**src/rtl/lsu_data_mem_ctrl.sv**
```systemverilog
// lsu_data_mem_ctrl: core load/store to word-aligned data_mem requests, stall until ready, format load data
module lsu_data_mem_ctrl #(
    parameter int TIMEOUT_CYCLES = 16
) (
    input  logic        clk_i,
    input  logic        rst_i,
    input  logic        core_req_i,
    input  logic        core_we_i,
    input  logic [2:0]  core_size_i,
    input  logic [31:0] core_addr_i,
    input  logic [31:0] core_wd_i,
    output logic [31:0] core_rd_o,
    output logic        core_stall_o,
    output logic        core_err_o,
    output logic        mem_req_o,
    output logic        mem_we_o,
    output logic [3:0]  mem_be_o,
    output logic [31:0] mem_addr_o,
    output logic [31:0] mem_wd_o,
    input  logic [31:0] mem_rd_i,
    input  logic        mem_ready_i
);
    localparam int TW = TIMEOUT_CYCLES > 1 ? $clog2(TIMEOUT_CYCLES) : 1;
    typedef enum logic {IDLE, WAIT} state_t;
    state_t state, state_d;
    logic [1:0] off_q;
    logic [2:0] size_q;
    logic we_q;
    logic [TW-1:0] tmo_cnt;
    logic illegal, misaligned, launch, reject, timeout, done;
    logic [7:0] lb;
    logic [15:0] lh;

    assign illegal = !(core_size_i inside {3'd0, 3'd1, 3'd2, 3'd4, 3'd5});
    assign misaligned = (core_size_i[1:0] == 2'd1 && core_addr_i[0]) ||
                        (core_size_i == 3'd2 && core_addr_i[1:0] != 2'b00);
    assign launch = state == IDLE && core_req_i && !illegal && !misaligned;
    assign reject = state == IDLE && core_req_i && (illegal || misaligned);
    assign timeout = TIMEOUT_CYCLES != 0 && state == WAIT && !mem_ready_i &&
                     tmo_cnt == TW'(TIMEOUT_CYCLES - 1);
    assign done = state == WAIT && mem_ready_i;

    // state and access context; error is a registered one-cycle pulse
    always_ff @(posedge clk_i or posedge rst_i) begin
        if (rst_i) begin
            state      <= IDLE;
            off_q      <= '0;
            size_q     <= '0;
            we_q       <= 1'b0;
            tmo_cnt    <= '0;
            core_err_o <= 1'b0;
        end else begin
            state      <= state_d;
            core_err_o <= reject || timeout;
            if (launch) begin
                off_q   <= core_addr_i[1:0];
                size_q  <= core_size_i;
                we_q    <= core_we_i;
                tmo_cnt <= '0;
            end else if (state == WAIT && !mem_ready_i) begin
                tmo_cnt <= tmo_cnt + TW'(1);
            end
        end
    end

    // next state: launch into WAIT, leave on response or timeout
    always_comb begin
        state_d = launch ? WAIT : (done || timeout) ? IDLE : state;
    end

    // request shaping and load formatting
    always_comb begin
        mem_req_o    = launch;
        mem_we_o     = launch && core_we_i;
        mem_addr_o   = launch ? core_addr_i : '0;
        mem_be_o     = !launch ? 4'b0000 : core_size_i[1] ? 4'b1111 :
                       core_size_i[0] ? 4'b0011 << core_addr_i[1:0] : 4'b0001 << core_addr_i[1:0];
        mem_wd_o     = !launch ? '0 : core_size_i[1] ? core_wd_i :
                       core_size_i[0] ? {2{core_wd_i[15:0]}} : {4{core_wd_i[7:0]}};
        core_stall_o = launch || (state == WAIT && !mem_ready_i && !timeout);
        lb           = mem_rd_i[{off_q, 3'b000} +: 8];
        lh           = off_q[1] ? mem_rd_i[31:16] : mem_rd_i[15:0];
        core_rd_o    = !(done && !we_q) ? '0 : size_q[1] ? mem_rd_i :
                       size_q[0] ? {{16{lh[15] & !size_q[2]}}, lh} : {{24{lb[7] & !size_q[2]}}, lb};
    end
endmodule

```
**config.mk**
```make
export PLATFORM = sky130hd
export DESIGN_NAME = lsu_data_mem_ctrl
export DESIGN_NICKNAME = d
export VERILOG_FILES = /design/src/rtl/lsu_data_mem_ctrl.sv
export SDC_FILE = /design/constraint.sdc
export NUM_CORES = 1
export LEC_CHECK = 0
export CAP_MARGIN = 20
export CORE_MARGIN = 10
export CORE_UTILIZATION = 30
export CTS_BUF_LIST = sky130_fd_sc_hd__clkbuf_8
export DETAILED_ROUTE_END_ITERATION = 16
export PLACE_DENSITY = 0.88
export SYNTH_ARGS = -nofsm -noshare
export SYNTH_HDL_FRONTEND = slang
export SYNTH_SLANG_ARGS = --single-unit
```
**constraint.sdc**
```tcl
create_clock -name clk_i -period 2.65 [get_ports clk_i]
set_input_delay 0.53 -clock clk_i [delete_from_list [all_inputs] [get_ports clk_i]]
set_output_delay 0.53 -clock clk_i [all_outputs]
set_load 0.005 [all_outputs]
```
# After elaboration in Yosys (flattened, before gate mapping)
# Cells that the tools add are included.
dict set report word_totals {
  inputBits 104
  regBits 12
  elab_cells 62
  out_inout_bits 104
}
dict set report classes {
  reduce_logical 28
  n_addsub 1
  n_eq_ne 6
  mux 15
  shift 3
  n_bitwise 3
}
# cell n
set ops {}
lappend ops {{$mux W32} 7}
lappend ops {{$shiftx A32 B6 Y8} 1}
lappend ops {{$mux W4} 5}
lappend ops {{$mux W16} 1}
lappend ops {{$logic_and A1 B1 Y1} 12}
lappend ops {{$eq A3 B3 Y1 const B} 2}
lappend ops {{$logic_not A1 Y1} 6}
lappend ops {{$reduce_bool A2 Y1} 3}
lappend ops {{$logic_or A1 B1 Y1} 5}
lappend ops {{$reduce_bool A5 Y1} 1}
lappend ops {{$add A4 B1 Y4 const B} 1}
lappend ops {{$eq A4 B4 Y1 const B} 1}
lappend ops {{$shl A1 B2 Y4 const A} 1}
lappend ops {{$shl A2 B2 Y4 const A} 1}
lappend ops {{$eq A3 B1 Y1 const B} 1}
lappend ops {{$eq A3 B2 Y1 const B} 1}
lappend ops {{$logic_not A3 Y1} 1}
lappend ops {{$and A1 B1 Y1} 2}
lappend ops {{$eq A2 B1 Y1 const B} 1}
lappend ops {{$mux W1} 2}
lappend ops {{$not A1 Y1} 1}

# Logic depth before layout (Yosys ltp)
# Gate-level depths: netlist of the first run.
dict set report logic_depth {
  word_depth 6
  ltp_mapped 10
  ltp_nobuf 6
}

# Least setup slack after synthesis of the first run
# No wires, ideal clock.
dict set report synth_path {
  kind {in2out}
  startpoint {input core_size_i[2]}
  endpoint {output mem_wd_o[7]}
  t_required_ps 2120
  cell_stages 8
  arrival_time_ps 1724
  path_buffers 3
  path_slack_ps 396
  cell_sequence {or4_1 -> nand2_1 -> nand2b_1 -> buf_6 -> clkinv_4 -> buf_6 -> buf_6 -> and2_1}
}
dict set report synth_between {
  elab_chain_len 6
  elab_cells_between_ends 12
  classes_between {4 x eq/ne; 1 x mux; 7 x reduce/logical}
}
# item line
set synth_rtl {}
lappend synth_rtl {{from (decl)} 9} ;# input logic [2:0] core_size_i,
lappend synth_rtl {{parallel branches: the longest is 4 deep, another holds $reduce_bool A5 Y1} --}
lappend synth_rtl {{$logic_and A1 B1 Y1 (*)} 37} ;# assign launch = state == IDLE && core_req_i && !illegal && !misaligned;
lappend synth_rtl {{named net mem_req_o} 15} ;# output logic mem_req_o,
lappend synth_rtl {{$mux W32 (*)} 78} ;# mem_wd_o = !launch ? '0 : core_size_i[1] ? core_wd_i :
lappend synth_rtl {{to (decl)} 19} ;# output logic [31:0] mem_wd_o,
# Mark *: on every way through the listed nets, which the timed path passes.

# Worst setup path after layout of the first run
dict set report layout_path {
  startpoint {input core_addr_i[0]}
  endpoint {output mem_wd_o[20]}
}
dict set report layout_between {
  elab_chain_len 6
  elab_cells_between_ends 7
  classes_between {1 x mux; 6 x reduce/logical}
}
# item line
set layout_rtl {}
lappend layout_rtl {{from (decl)} 10} ;# input logic [31:0] core_addr_i,
lappend layout_rtl {{$reduce_bool A2 Y1} 36} ;# (core_size_i == 3'd2 && core_addr_i[1:0] != 2'b00);
lappend layout_rtl {{$logic_and A1 B1 Y1} 36}
lappend layout_rtl {{$logic_or A1 B1 Y1 (*)} 35} ;# assign misaligned = (core_size_i[1:0] == 2'd1 && core_addr_i[0]) ||
lappend layout_rtl {{$logic_not A1 Y1 (*)} 37}
lappend layout_rtl {{$logic_and A1 B1 Y1 (*)} 37}
lappend layout_rtl {{$mux W32 (*)} 78}
# Mark *: on every way between the ends. The rest lies on a longest branch, timed or not.

==> results of run 1 <==
[cell usage after synthesis (all sizes together) (4+ instances only)]
cell / number
a21oi: 45
nand2: 44
and2: 41
nor2: 32
clkbuf: 20
inv: 20
nor3: 15
o21ai: 14
dfrtp: 12
mux2i: 10
buf: 9
a31oi: 7
o221a: 7
o32ai: 6
a21o: 4
nand2b: 4
[stage by stage]
stage | utilization | power (mW) | hold slack (ns) | area (sq um) | TNS (ns)
floorplan | - | 0.676 | 0.395 | 1960 | 0
global placement | 0.664 | 1.13 | 0.495 | 4210 | -40.48
detailed placement | 0.664 | 1.15 | 0.506 | 4210 | -44.41
CTS | 0.673 | 1.39 | 0.578 | 4280 | -0.0181
global route | 0.681 | 1.52 | 0.611 | 4320 | -0.0117
finish | 0.681 | 1.42 | 0.576 | 4330 | 0
[sequential cells by signal, summed over array words and instances, names as in the netlist]
| signal | count |
|---|---|
| core_err_o | 1 |
| tmo_cnt | 4 |
| we_q | 1 |
| off_q | 2 |
| size_q | 3 |
| state | 1 |
[kinds of logic after synthesis]
| family | after synthesis | share of synthesized area |
|---|---|---|
| simple gates | 145 | 0.359 |
| flops | 12 | 0.153 |
| xor+xnor | 3 | 0.0134 |
| fa+ha+maj | 1 | 0.00639 |
| buf+inv | 50 | 0.116 |
| mux | 14 | 0.0799 |
| compound gates | 87 | 0.272 |
[path summary, 6_finish.rpt]
path	end	startpoint	slack (ns)	depth (start not counted)
worst max-delay path	mem_wd_o[20]	core_addr_i[0]	0.03	7
min in group asynchronous	core_err_o$_DFF_PP0_	rst_i	0.59	2
worst min register to register	off_q[0]$_DFFE_PP0P_	off_q[0]$_DFFE_PP0P_	0.58	1
max in group asynchronous	off_q[0]$_DFFE_PP0P_	rst_i	1.73	2
worst min-delay path	off_q[0]$_DFFE_PP0P_	off_q[0]$_DFFE_PP0P_	0.58	1
worst max register to register	we_q$_DFFE_PP0P_	state$_DFFE_PP0P_	1.07	8
[power by group through the flow]
stage	sequential (mW)	combinational (mW)	clock, mW
floorplan	0.253	0.424	0
global placement	0.259	0.867	0
detailed placement	0.264	0.890	0
CTS	0.264	0.928	0.201
global route	0.271	1.03	0.216
finish	0.266	0.955	0.198
[layout make-up]
| cell class | instances | area share |
|---|---|---|
| inverters | 21 | 0.0211 |
| diodes | 2 | 0.00116 |
| clock buffers | 4 | 0.0127 |
| repair buffers | 252 | 0.514 |
| repair inverters | 1 | 0.00202 |
| flip-flops and latches | 12 | 0.0697 |
| well taps | 77 | 0.0223 |
| multi-input cells | 250 | 0.357 |
[cell usage in the layout, fill, tap and decap left out, drive strengths merged, types with 10 or more instances in the layout]
| master | n |
|---|---|
| a21oi | 45 |
| and2 | 41 |
| buf | 76 |
| clkbuf | 14 |
| clkdlybuf4s15 | 19 |
| clkdlybuf4s50 | 104 |
| dfrtp | 12 |
| dlygate4sd2 | 43 |
| inv | 20 |
| mux2i | 10 |
| nand2 | 44 |
| nor2 | 32 |
| nor3 | 15 |
| o21ai | 14 |
[layer usage]
metal	routed length (um)	share of wire	up-vias	global-route usage
li1	-	-	1534	-
met1	4220	0.34	1529	0.219
met2	6490	0.52	172	0.436
met3	1430	0.12	25	0.0878
met4	220	0.018	0	0.0467
met5	0	0	-	0
[critical path: stages]
cell and delay, ns:
dlygate4sd2_1 0.25, or4_4 0.55, nand2_4 0.09, nand2b_4 0.10, buf_6 0.18, nor2_1 0.11, dlygate4sd2_1 0.28
[repair_timing]
action                     CTS  global route
buffers inserted            11             2
pin swaps                    5             2
resized for setup          227            55
gates cloned                 4             0
setup endpoints to repair  103            52
==> flow_summary.ini, run 1 <==
[floorplanning]
core_sq_um = 6350
initial_core_util = 0.308
num_io_pins = 208
die_y_um = 101
die_area_sq_um = 10200
rows = 29
die_x_um = 101

[logic_synthesis]
synth_area_leaders = dfrtp_1 (15%), and2_1 (13%), a21oi_1 (12%), nand2_1 (8.4%), nor2_1 (6.1%)
syn_nets = 417
yosysWarnings = 0
synth-async-reset-ratio = 1.00
synth_edf_count = 0
ys_seq_area_frac = 0.153
ys_seq_elements = 12
ys.flop_type = dfrtp_1
avgSynthCellArea_sq_um = 6.28
syn_inst = 312
synth.distinct_cells = 39
synth_area_leader_cell = dfrtp_1
netlist_area_sq_um = 1960
synth_top_area_frac = 0.153

[timing]
slew-limit-headroom = 0.703
max_freq_mhz = 381
tightestPinTransition_ns = 0.446
hold_viol = 0
post-route-period-util = 0.990
min_period_ns = 2.62
finalSetupViolCount = 0
drv_slew = 0
rsz0062_at_grt = yes
fin_ws_ns = 0.0268
finClkSkew_ns = 0.000575

[routing]
first_iter_violations = 148
vias_per_cell = 5.27
drc = 0
ant_nets = 0
vias = 3260
dr.pass1.iters = 5
routed_wl_um = 12400
wl_per_cell_um = 20.0

[clock_network]
hold_buffers = 0
cts-htree-levels = 1
numCtsBuffers = 3
clk_pin_slew_ns = 0.05
cts_sinks = 12
clk_latency_ns = 0.24
cts_root_buffer = clkbuf_8
cts_buffer_depth = 2
cts_tree = built

[hold_path]
min_path_type = register to register

[power_and_ir_drop]
switching_share = 0.400
power_frac_seq = 0.188
p_clk_frac = 0.139
p_int_mw = 0.852
p_sw_mw = 0.568
vdd_drop_max_v = 0.000166
power_density_nw_per_um2 = 328
p_leak_nw = 2.15
p_comb_frac = 0.673

[grt]
overflow = 0
grt_pass1_vias = 3432
antenna_found_initial = 2
grt_max_degree = 35
grt_pass1_wl_um = 18500
grt_use_total = 0.226

[place]
post-place-cells = 596
io_buffers = 207
place_ws_ns = -0.601
hpwl_um = 10200
place_congestion = 0.978

[setup_path]
critPathKind = input port to output pin
worstPathRequired_ns = 2.12
start_kind = input port
end_kind = output pin
arrival_ns = 2.09
crit_fanout = 17

[cells_and_area]
fill_cells = 520
instances_no_fill = 619
multi_input_area_sq_um = 1540
drive_gt1_frac = 0.237
area_growth_pct = 121
seq_area_sq_um = 302
final_nets = 646

[outcome]
status = completed

[run]
max_cap_violations = 0
No activity file was read; power rests on OpenSTA's default activity.
==> inputs of run 2 (changes only) <==
- CELL_PAD_IN_SITES_DETAIL_PLACEMENT: default -> 0
- CELL_PAD_IN_SITES_GLOBAL_PLACEMENT: default -> 2
- CORE_UTILIZATION: 30 -> 12
- PLACE_DENSITY: 0.88 -> 0.82
- SLEW_MARGIN: default -> 20
==> run 2 against run 1 <==
Net effect:
- critical path type unchanged
- highest routed layer is now met5
- final area rose by 4.4%
- combinational power rose by 7%
- non-clock buffer count rose by 10
==> flow_summary.ini, run 2 (synthesized netlist as in run 1, its figures left out) <==
[routing]
dr_wl_met2_um = 6230
vias_per_cell = 4.23
first_iter_violations = 130
ant_nets = 0
met3_wirelength_um = 1930
drc = 0
top_layer_used = met5
wl_per_cell_um = 17.6
met1Wirelength_um = 5230
dr.pass1.iters = 4
vias = 3252
routed_wl_um = 13500

[timing]
hold_viol = 0
hold_slack_ns = 0.565
min_period_ns = 2.59
max_freq_mhz = 386
slew-limit-headroom = 0.689
post-route-period-util = 0.979
drv_slew = 0
tightestPinTransition_ns = 0.466
finClkSkew_ns = 0.00110
finalSetupViolCount = 0

[floorplanning]
core_sq_um = 15900
die_x_um = 148
num_io_pins = 208
initial_core_util = 0.123
die_y_um = 148
rows = 46
die_area_sq_um = 21800

[cells_and_area]
mostFrequentLayoutCell = clkdlybuf4s50_1
final_nets = 657
final_cell_area_sq_um = 4520
area_growth_pct = 131
seq_area_sq_um = 300
multi_input_area_sq_um = 1550
drive_gt1_frac = 0.309
fill_cells = 1774
top_regs = tmo_cnt (4), size_q (3), off_q (2)
top_register = tmo_cnt
layout_common_cells = clkdlybuf4s50_1 (96), buf_2 (42), nand2_1 (41), buf_4 (41), a21oi_1 (39)
largest_reg_flops = 4

[clock_network]
cts_tree = built
clk_latency_ns = 0.24
numCtsBuffers = 3
cts_sinks = 12
hold_buffers = 0
cts_root_buffer = clkbuf_8
clk_pin_slew_ns = 0.05
cts_buffer_depth = 2
cts-htree-levels = 1

[grt]
grt_use_total = 0.117
overflow = 0
grt_max_degree = 30
grt_pass1_vias = 3509
antenna_found_initial = 2
grt_pass1_wl_um = 20400

[place]
hpwl_um = 11100
place_congestion = 0.838
postPlaceCellArea_sq_um = 4480
io_buffers = 207

[setup_path]
arrival_ns = 2.06
critPathKind = input port to output pin
r2r_end = size_q[0]$_DFFE_PP0P_
crit_fanout = 17
worstPathRequired_ns = 2.12
start_kind = input port
r2r-start = state$_DFFE_PP0P_
end_kind = output pin
r2r_cells = 6
regToRegSetupSlack_ns = 1.04

[hold_path]
min_path_type = register to register
min_path_cells = 1
holdPathEnd = we_q$_DFFE_PP0P_
hp-start = we_q$_DFFE_PP0P_

[power_and_ir_drop]
p_leak_nw = 2.29
power_density_nw_per_um2 = 329
vdd_drop_max_v = 0.000172

[outcome]
status = completed

[run]
max_cap_violations = 0
[run 2: changes by cell type in the layout (fill, tap and decap cells not counted), moves of 2 or more]
cell | before | now
a21oi_4 | 0 | 2
buf_12 | 2 | 4
buf_2 | 31 | 42
buf_4 | 31 | 41
buf_6 | 11 | 7
clkbuf_2 | 10 | 32
clkdlybuf4s15_1 | 19 | 10
clkdlybuf4s15_2 | 0 | 2
clkdlybuf4s50_1 | 104 | 96
dlygate4sd2_1 | 43 | 18
dlymetal6s2s_1 | 0 | 7
o21ai_1 | 5 | 10
o21ai_2 | 5 | 0
[run 2: how the worst max path moves through the flow]
stage	from	to	slack (ns)
detailed placement	core_size_i[2]	mem_wd_o[29]	-0.63
floorplan	core_size_i[2]	mem_wd_o[7]	0.40
CTS	core_addr_i[0]	mem_wd_o[5]	0.003
finish	core_addr_i[0]	core_stall_o	0.06
global route	core_addr_i[0]	core_stall_o	-0.004
global placement	core_size_i[2]	mem_wd_o[29]	-0.61
[run 2: timing repair]
action / 4_1_cts / 5_1_grt
setup endpoints to repair: 103 / 84
pin swaps: 6 / 2
gates cloned: 5 / 0
setup buffers: 14 / 2
gates resized for setup: 277 / 87
[run 2: cell type report]
cell class              count  share of cell area
flip-flops and latches     12              0.0665
inverters                  21              0.0202
clock buffers               4              0.0122
diodes                      1            0.000554
multi-input cells         250               0.343
repair buffers            262               0.493
repair inverters            2             0.00388
well taps                 216              0.0598
[run 2: per-stage QoR]
| stage | setup WS [ns] | utilization | TNS, ns | instances | power, mW |
|---|---|---|---|---|---|
| finish | 0.0565 | 0.283 | 0 | 768 | 1.49 |
| global route | -0.00390 | 0.283 | -0.00449 | 767 | 1.61 |
| CTS | 0.00250 | 0.291 | 0 | 767 | 1.50 |
| detailed placement | -0.632 | 0.281 | -45.45 | 744 | 1.22 |
| global placement | -0.605 | 0.281 | -45.12 | 744 | 1.21 |
| floorplan | 0.396 | - | 0 | 312 | 0.676 |
[run 2: worst max-delay path, cell delays in order]
cell and delay, ns:
dlygate4sd2_1 0.25, or4_4 0.55, nand2_4 0.09, nand2b_4 0.12, buf_12 0.19, nand2_1 0.05, dlygate4sd2_1 0.28
[run 2: metal layers]
metal	vias up	track usage
met4	4	0.0124
li1	1551	-
met3	9	0.0678
met2	200	0.200
met5	-	0
met1	1488	0.127
[run 2: where the power goes]
part / internal [mW] / leakage [nW] / total, mW / switching, mW
Clock: 0.131 / 0.0288 / 0.198 / 0.0665
Combinational: 0.543 / 2.11 / 1.02 / 0.477
Sequential: 0.223 / 0.153 / 0.270 / 0.0464
